[src/rtl/branch_predictor.sv]
// Direct-mapped branch target buffer with per-entry saturating direction counters.
// Lookups read registered state only; updates and clears take effect on the next edge.
module branch_predictor #(
  parameter int ADDR_W  = 32,
  parameter int ENTRIES = 16,
  parameter int CTR_W   = 2,
  parameter int STAT_W  = 32
) (
  input  logic              clk,
  input  logic              reset,
  input  logic [ADDR_W-1:0] lookup_pc,
  output logic              pred_hit,
  output logic              pred_taken,
  output logic [ADDR_W-1:0] pred_target,
  input  logic              upd_valid,
  input  logic [ADDR_W-1:0] upd_pc,
  input  logic              upd_taken,
  input  logic [ADDR_W-1:0] upd_target,
  input  logic              upd_pred_taken,
  input  logic [ADDR_W-1:0] upd_pred_target,
  input  logic              clear,
  output logic              mispredict,
  output logic [STAT_W-1:0] stat_branches,
  output logic [STAT_W-1:0] stat_mispredicts
);

  localparam int IDX_W = $clog2(ENTRIES);
  localparam int TAG_W = ADDR_W - IDX_W - 2;

  localparam logic [CTR_W-1:0] CTR_ONE  = CTR_W'(1);
  localparam logic [CTR_W-1:0] CTR_MAX  = '1;
  localparam logic [CTR_W-1:0] CTR_WEAK = CTR_ONE << (CTR_W - 1);

  logic              valid_q  [ENTRIES];
  logic [TAG_W-1:0]  tag_q    [ENTRIES];
  logic [ADDR_W-1:0] target_q [ENTRIES];
  logic [CTR_W-1:0]  ctr_q    [ENTRIES];

  logic [STAT_W-1:0] stat_branches_q, stat_branches_d;
  logic [STAT_W-1:0] stat_mispredicts_q, stat_mispredicts_d;

  logic [IDX_W-1:0] lk_idx, upd_idx;
  logic [TAG_W-1:0] lk_tag, upd_tag;
  logic             upd_hit;
  logic [CTR_W-1:0] upd_ctr, ctr_d;
  logic             unused_pc_bits;

  assign lk_idx  = lookup_pc[IDX_W+1:2];
  assign lk_tag  = lookup_pc[ADDR_W-1:IDX_W+2];
  assign upd_idx = upd_pc[IDX_W+1:2];
  assign upd_tag = upd_pc[ADDR_W-1:IDX_W+2];

  // Byte-offset bits never select an entry; instructions are word aligned.
  assign unused_pc_bits = ^{lookup_pc[1:0], upd_pc[1:0]};

  // Lookup path: purely combinational from registered table state, no update bypass.
  assign pred_hit    = valid_q[lk_idx] && (tag_q[lk_idx] == lk_tag);
  assign pred_taken  = pred_hit && ctr_q[lk_idx][CTR_W-1];
  assign pred_target = pred_taken ? target_q[lk_idx] : lookup_pc + ADDR_W'(4);

  assign mispredict = upd_valid &&
                      ((upd_taken != upd_pred_taken) ||
                       (upd_taken && (upd_pred_target != upd_target)));

  assign upd_hit = valid_q[upd_idx] && (tag_q[upd_idx] == upd_tag);
  assign upd_ctr = ctr_q[upd_idx];

  // NOTE: every variable assigned in always_comb gets a default first, so no path can infer a latch.
  always_comb begin
    ctr_d = upd_ctr;
    if (upd_taken) begin
      if (upd_ctr != CTR_MAX) ctr_d = upd_ctr + CTR_ONE;
    end else if (upd_ctr != '0) begin
      ctr_d = upd_ctr - CTR_ONE;
    end
  end

  always_comb begin
    stat_branches_d    = stat_branches_q;
    stat_mispredicts_d = stat_mispredicts_q;
    if (upd_valid && (stat_branches_q != '1))
      stat_branches_d = stat_branches_q + STAT_W'(1);
    if (mispredict && (stat_mispredicts_q != '1))
      stat_mispredicts_d = stat_mispredicts_q + STAT_W'(1);
  end

  // NOTE: the table is reset explicitly because an empty, zero-counter table must be
  // visible the moment reset asserts; a memory without reset could not guarantee that.
  always_ff @(posedge clk or negedge reset) begin
    if (!reset) begin
      for (int i = 0; i < ENTRIES; i++) begin
        valid_q[i]  <= 1'b0;
        tag_q[i]    <= '0;
        target_q[i] <= '0;
        ctr_q[i]    <= '0;
      end
    end else if (clear) begin
      for (int i = 0; i < ENTRIES; i++) valid_q[i] <= 1'b0;
    end else if (upd_valid) begin
      if (upd_hit) begin
        ctr_q[upd_idx] <= ctr_d;
        if (upd_taken) target_q[upd_idx] <= upd_target;
      end else if (upd_taken) begin
        // Taken miss replaces whatever occupied the slot, starting weakly taken.
        valid_q[upd_idx]  <= 1'b1;
        tag_q[upd_idx]    <= upd_tag;
        target_q[upd_idx] <= upd_target;
        ctr_q[upd_idx]    <= CTR_WEAK;
      end
    end
  end

  // NOTE: sequential state uses non-blocking assignments so every register samples
  // pre-edge values, independent of statement order.
  always_ff @(posedge clk or negedge reset) begin
    if (!reset) begin
      stat_branches_q    <= '0;
      stat_mispredicts_q <= '0;
    end else begin
      stat_branches_q    <= stat_branches_d;
      stat_mispredicts_q <= stat_mispredicts_d;
    end
  end

  assign stat_branches    = stat_branches_q;
  assign stat_mispredicts = stat_mispredicts_q;

endmodule
[config.mk]
export PLATFORM = sky130hd
export DESIGN_NAME = branch_predictor
export DESIGN_NICKNAME = d
export VERILOG_FILES = /design/src/rtl/branch_predictor.sv
export SDC_FILE = /design/constraint.sdc
export NUM_CORES = 2
export LEC_CHECK = 0
export ABC_CLOCK_PERIOD_IN_PS = 9000
export BUFFER_PORTS_ARGS = -buffer_cell sky130_fd_sc_hd__buf_4
export CAP_MARGIN = 0
export CORE_MARGIN = 3
export CORE_UTILIZATION = 41
export CTS_CLUSTER_DIAMETER = 150
export DETAILED_ROUTE_END_ITERATION = 12
export HOLD_SLACK_MARGIN = 0.02
export PLACE_DENSITY = 0.56
export RECOVER_POWER = 50
export REMOVE_ABC_BUFFERS = 1
export SYNTH_ARGS = -nofsm -noshare
export SYNTH_HDL_FRONTEND = slang
export SYNTH_SLANG_ARGS = --single-unit
[constraint.sdc]
create_clock -name clk -period 9 [get_ports clk]
set_input_delay 1.8 -clock clk [delete_from_list [all_inputs] [get_ports clk]]
set_output_delay 1.8 -clock clk [all_outputs]
set_load 0.05 [all_outputs]
# Word level (Yosys, flattened, before mapping)
# Index checks and enable logic that the tools add are counted.
op_classes:
  n_addsub: 5
  magnitude_cmp: 3
  eq_ne: 8
  mux: 42
  bitwise_logic: 8
  reduce_logical: 17
ops:
  columns: ["op", "count"]
  rows:
  - ["512-bit bitwise mux", 1]
  - ["416-bit bitwise mux", 1]
  - ["26-bit binary-select mux with 4-bit select", 2]
  - ["32-bit two-way mux", 6]
  - ["26-bit two-way mux", 5]
  - ["32-bit binary-select mux with 4-bit select", 1]
  - ["32-bit demux with 4-bit select", 1]
  - ["26-bit demux with 4-bit select", 1]
  - ["32-bit by 1-bit adder with 32-bit output, second input constant", 2]
  - ["16-bit two-way mux", 4]
  - ["32-bit inequality test, second input constant", 2]
  - ["26-bit == test", 2]
  - ["32-bit by 3-bit adder with 32-bit output, second input constant", 1]
  - ["32-bit bitwise mux", 1]
  - ["32-bit inequality test", 1]
  - ["16-bit bitwise OR", 2]
  - ["16-bit AND", 1]
  - ["2-bit binary-select mux with 4-bit select", 2]
  - ["2-bit two-way mux", 8]
  - ["16-bit NOT", 1]
  - ["5-bit >= comparator, second input constant", 2]
  - ["4-bit NOT with 5-bit output", 2]
  - ["3-bit AND reduction", 3]
  - ["1-bit binary-select mux with 4-bit select", 2]
  - ["other kinds (13)", 29]
totals:
  reg_bits: 1040
  in_bits: 134
  output_inout_bits: 99
  elab_cells: 149

# Depth between registers and ports, before layout
depth:
  word_depth: 10
  mapped_depth: 16
  mapped_depth_nobuf: 9

# Least setup slack after synthesis
# OpenSTA, ideal clock, no wires.
synth_timing:
  kind: "input to output"
  start: "input lookup_pc[2]"
  end: "output pred_target[11]"
  arrival_time_ns: 5.649
  required_time_ns: 7.200
  path_slack_ns: 1.551
  stages: 13
  n_path_buf: 5
  cell_sequence: "buf_4 > buf_2 > buf_2 > mux4_2 > a211oi_1 > a21oi_1 > xnor2_1 > nand4_1 > nor4_4 > and2_1 > buf_4 > buf_4 > o21ai_0"
synth_via:
  elab_chain_cells: 8
  elab_cells_between_ends: 18
  cone_classes: "add/sub: 1; eq/ne: 1; mux: 13; bitwise: 1; reduce/logical: 2"
synth_rtl:
  columns: ["element", "line", "rtl"]
  rows:
  - ["from (decl)", "11", "input logic [ADDR_W-1:0] lookup_pc,"]
  - ["4-bit NOT with 5-bit output (implied by the code) *", "57", "assign pred_hit = valid_q[lk_idx] && (tag_q[lk_idx] == lk_tag);"]
  - ["26-bit binary-select mux with 4-bit select", "57", null]
  - ["26-bit two-way mux (implied by the code) (2 in a row)", "57", null]
  - ["26-bit == test", "57", null]
  - ["1-bit logical AND *", "57", null]
  - ["named net pred_hit", "12", "output logic pred_hit,"]
  - ["1-bit logical AND *", "58", "assign pred_taken = pred_hit && ctr_q[lk_idx][CTR_W-1];"]
  - ["named net pred_taken", "13", "output logic pred_taken,"]
  - ["32-bit two-way mux *", "59", "assign pred_target = pred_taken ? target_q[lk_idx] : lookup_pc + ADDR_W'(4);"]
  - ["to (decl)", "14", "output logic [ADDR_W-1:0] pred_target,"]
# Mark *: on every way through the listed nets, which the timed path passes. The rest lies on a longest branch. The select of a mux whose other input is x is not followed.

# Final worst setup path
layout_timing:
  start: "input lookup_pc[2]"
  end: "output pred_target[28]"
layout_via:
  elab_chain_cells: 8
  elab_cells_between_ends: 18
  cone_classes: "add/sub: 1; eq/ne: 1; mux: 13; bitwise: 1; reduce/logical: 2"
layout_rtl:
  columns: ["element", "line"]
  rows:
  - ["4-bit NOT with 5-bit output (implied by the code)", "57, 58, 59"]
  - ["26-bit binary-select mux with 4-bit select", "57"]
  - ["26-bit two-way mux (implied by the code) (2 in a row)", "57"]
  - ["26-bit == test", "57"]
  - ["1-bit logical AND", "57"]
  - ["1-bit logical AND", "58"]
  - ["32-bit two-way mux *", "59"]
# Every way passes the cells marked *; elsewhere a longest branch is shown, timed or not. The select of a mux whose other input is x is not followed.

==> flow_summary_export.csv <==
group,metric,value,unit
placement,placed_area,56660,µm²
power_and_ir_drop,peakVddDrop,0.0001647,V
setup_path,worstPathRequired,7.20,ns
global_route,grt_max_degree,165,
timing,fmax,126.0,MHz
clocking,cts_max_path_buffers,3,
global_route,gr-total-overflow,0,
power_and_ir_drop,pwr-share-comb,0.156,
timing,whs,0.4699,ns
timing,finalCriticalPeriod,7.937,ns
floorplan,ios,233,
clocking,cts_resized,0,
timing,setup_ws,1.063,ns
yosys,netlist_instances,4596,
yosys,synth_area_per_cell,11.64,µm²
power_and_ir_drop,clockPowerShare,0.404,
routing,drt-pass1-iter-count,5,
routing,viasPerCell,5.842,
flow_run,cap_violations,4,
placement,gp_congestion,0.8617,
layout,fin_area,60550,µm²
timing,finalCritPeriodShare,0.8819,
power_and_ir_drop,switchingPower,3.530,mW
setup_path,worstPathArrival,6.14,ns
layout,drive_gt1_frac,0.2910,
setup_path,critPathMaxFanout,46,
routing,vias,37970,
clocking,clock_latency,0.76,ns
floorplan,rows,131,
setup_path,critical_path_class,"input port to output pin",
floorplan,core_area,128500,µm²
global_route,grt_usage,0.2654,
routing,wl,180200,µm
floorplan,initial_core_util,0.4162,
timing,skew,0.06776,ns
placement,dp_hpwl,107000,µm
setup_path,end_kind,"output pin",
layout,fin_util,0.4712,
setup_path,start_kind,"input port",
timing,final.setup.tns,0,ns
yosys,synth_cell_types,75,
layout,final_nets,4805,
floorplan,die_w,367.2,µm
floorplan,fp.dieArea,134800,µm²
global_route,grt_first_pass_wirelength,265100,µm
power_and_ir_drop,p_per_area,212.0,nW/µm²
routing,wire_per_inst,27.73,µm
routing,drtAntennaViolNets,0,
power_and_ir_drop,power.share.sequential,0.440,
clocking,cts_buffers,115,
timing,grt_setup_unrepaired,"false",
yosys,syn_area,53480,µm²
layout,stdcell_count,6499,
floorplan,die_y,367.2,µm
run_status,outcome,"complete, but fails checks",
timing,finalHoldViolCount,0,
placement,pre_cts_slack,1.077,ns
power_and_ir_drop,swShare,0.2750,
yosys,synth-edff-count,0,
clocking,cts-root-buf,"clkbuf_16",
layout,multi_input_area,25700,µm²
timing,maxSlewViolCount,201,
clocking,post_cts_buffers,0,
setup_path,r2r_setup_slack,4.74,ns
yosys,synth_seq_area_share,0.4866,
clocking,htreeDepth,3,
global_route,grt_pass1_vias,37740,
layout,ff_latch_area,26030,µm²
layout,n_fill_cell,11770,
global_route,antenna_found_initial,14,
placement,dp.cells,6280,
timing,setup_viol_count_final,0,
timing,slew_headroom,-3.255,
yosys,synth_seq_cells,1040,
min_path,holdCritPathClass,"flop to flop",
run_status,violations,"max-capacitance violations, max-slew violations",
routing,drt_iter0_drc,3665,
yosys,synthArstFlopShare,1.000,
clocking,postCtsHoldBufs,0,
power_and_ir_drop,intPower,9.308,mW
timing,tightest_slew,6.382,ns
power_and_ir_drop,p_leak,28.67,nW
routing,drc_errors,0,
clocking,cts.clk_slew.worst_paths,0.06,ns
clocking,cts_tree,"built",
layout,area_growth,13.22,%
clocking,clock_sinks,1040,
yosys,ys.flop_type,"dfrtp_1",
yosys,yosysWarnings,0,
placement,port_buffers,230,
power_and_ir_drop,finalPower,12.84,mW
state kept, by name, indices dropped and copies added, names as in the netlist:
name / flops
target_q: 512
ctr_q: 32
stat_branches: 32
valid_q: 16
stat_mispredicts: 32
tag_q: 416
power by group through the flow:
stage	Sequential (mW)	Clock (mW)	Combinational, mW
floorplan	5.68	0	1.20
global placement	5.70	0	2.00
detailed placement	5.71	0	2.04
CTS	5.63	5.28	2.04
global route	5.72	5.46	2.18
finish	5.65	5.18	2.01
cells by family after synthesis:
kind of cell | synth area share
adders and majority gates | 0.0008891
muxes | 0.2875
xor gates and xnor gates | 0.02702
AOI/OAI and AO/OA | 0.02665
buffers and inverters | 0.03663
DFF | 0.4866
and+or+nand+nor | 0.1347
cells in the final DEF, fill, tap and decap left out, types with 17 or more instances in the layout:
cell and count:
nand2_1 1424, dfrtp_1 1040, mux2_2 515, mux4_2 358, buf_4 237, mux2i_1 147
clkbuf_16 116, xnor2_1 105, clkbuf_1 88, xor2_1 60, nand3_1 60, nor2_1 54
a22oi_1 45, inv_1 39, nand4_1 38, o21ai_0 29, clkbuf_8 27, nor2_4 26
nand2b_1 25, a21oi_1 24, clkinv_2 24, a22o_1 19, nor2b_1 18, bufinv_16 18
nor3_1 17
critical path, cell delays in order:
cell and delay, ns:
buf_8 0.43, buf_4 0.43, mux4_2 0.55, mux2i_1 0.16
mux2i_1 0.18, xor2_1 0.21, nor4_1 0.30, nand3_1 0.19
nor4_4 0.48, and2_2 0.41, buf_4 0.28, mux2_2 0.41
buf_4 0.20
metal layers:
metal | track usage | vias up | part of all wire
met2 | 0.4086 | 1472 | 0.45
met1 | 0.3770 | 19990 | 0.43
met4 | 0.08082 | 18 | 0.033
li1 | - | 16180 | -
met5 | 0 | - | 0.00073
met3 | 0.05768 | 311 | 0.078
final timing paths:
| kind | to | from | cells after the start |
|---|---|---|---|
| setup / recovery | pred_target[28] | lookup_pc[2] | 13 |
| hold / removal | target_q[189] | target_q[189] | 2 |
| setup reg to reg | tag_q[186] | tag_q[313] | 11 |
| hold reg to reg | target_q[189] | target_q[189] | 2 |
| max in group asynchronous | target_q[212] | reset | 2 |
| min in group asynchronous | stat_mispredicts[8] | reset | 1 |
synthesized netlist by cell type, types with 38 or more instances:
cell	n	area, µm²
inv_1	39	146.4
xnor2_1	105	919.6
mux2i_1	147	1471
buf_1	42	157.7
clkbuf_1	227	852.1
dfrtp_1	1040	26020
a22oi_1	45	337.8
buf_2	42	210.2
mux4_2	358	8063
nand2_1	1440	5405
mux2_2	515	5799
xor2_1	60	525.5
buf_6	39	439.2
nand4_1	38	237.7
nand3_1	60	300.3
nor2_1	65	244.0
final cells by class:
type                            instances  area share
Timing Repair Buffer                  325     0.03874
Clock buffer                          163     0.05498
Multi-Input combinational cell       3146      0.4244
Inverter                               40    0.002480
Tap cell                             1729     0.03573
Clock inverter                         53     0.01370
Antenna cell                            3   0.0001240
Sequential cell                      1040      0.4298
Note: power is estimated with default switching activity, not from simulation.
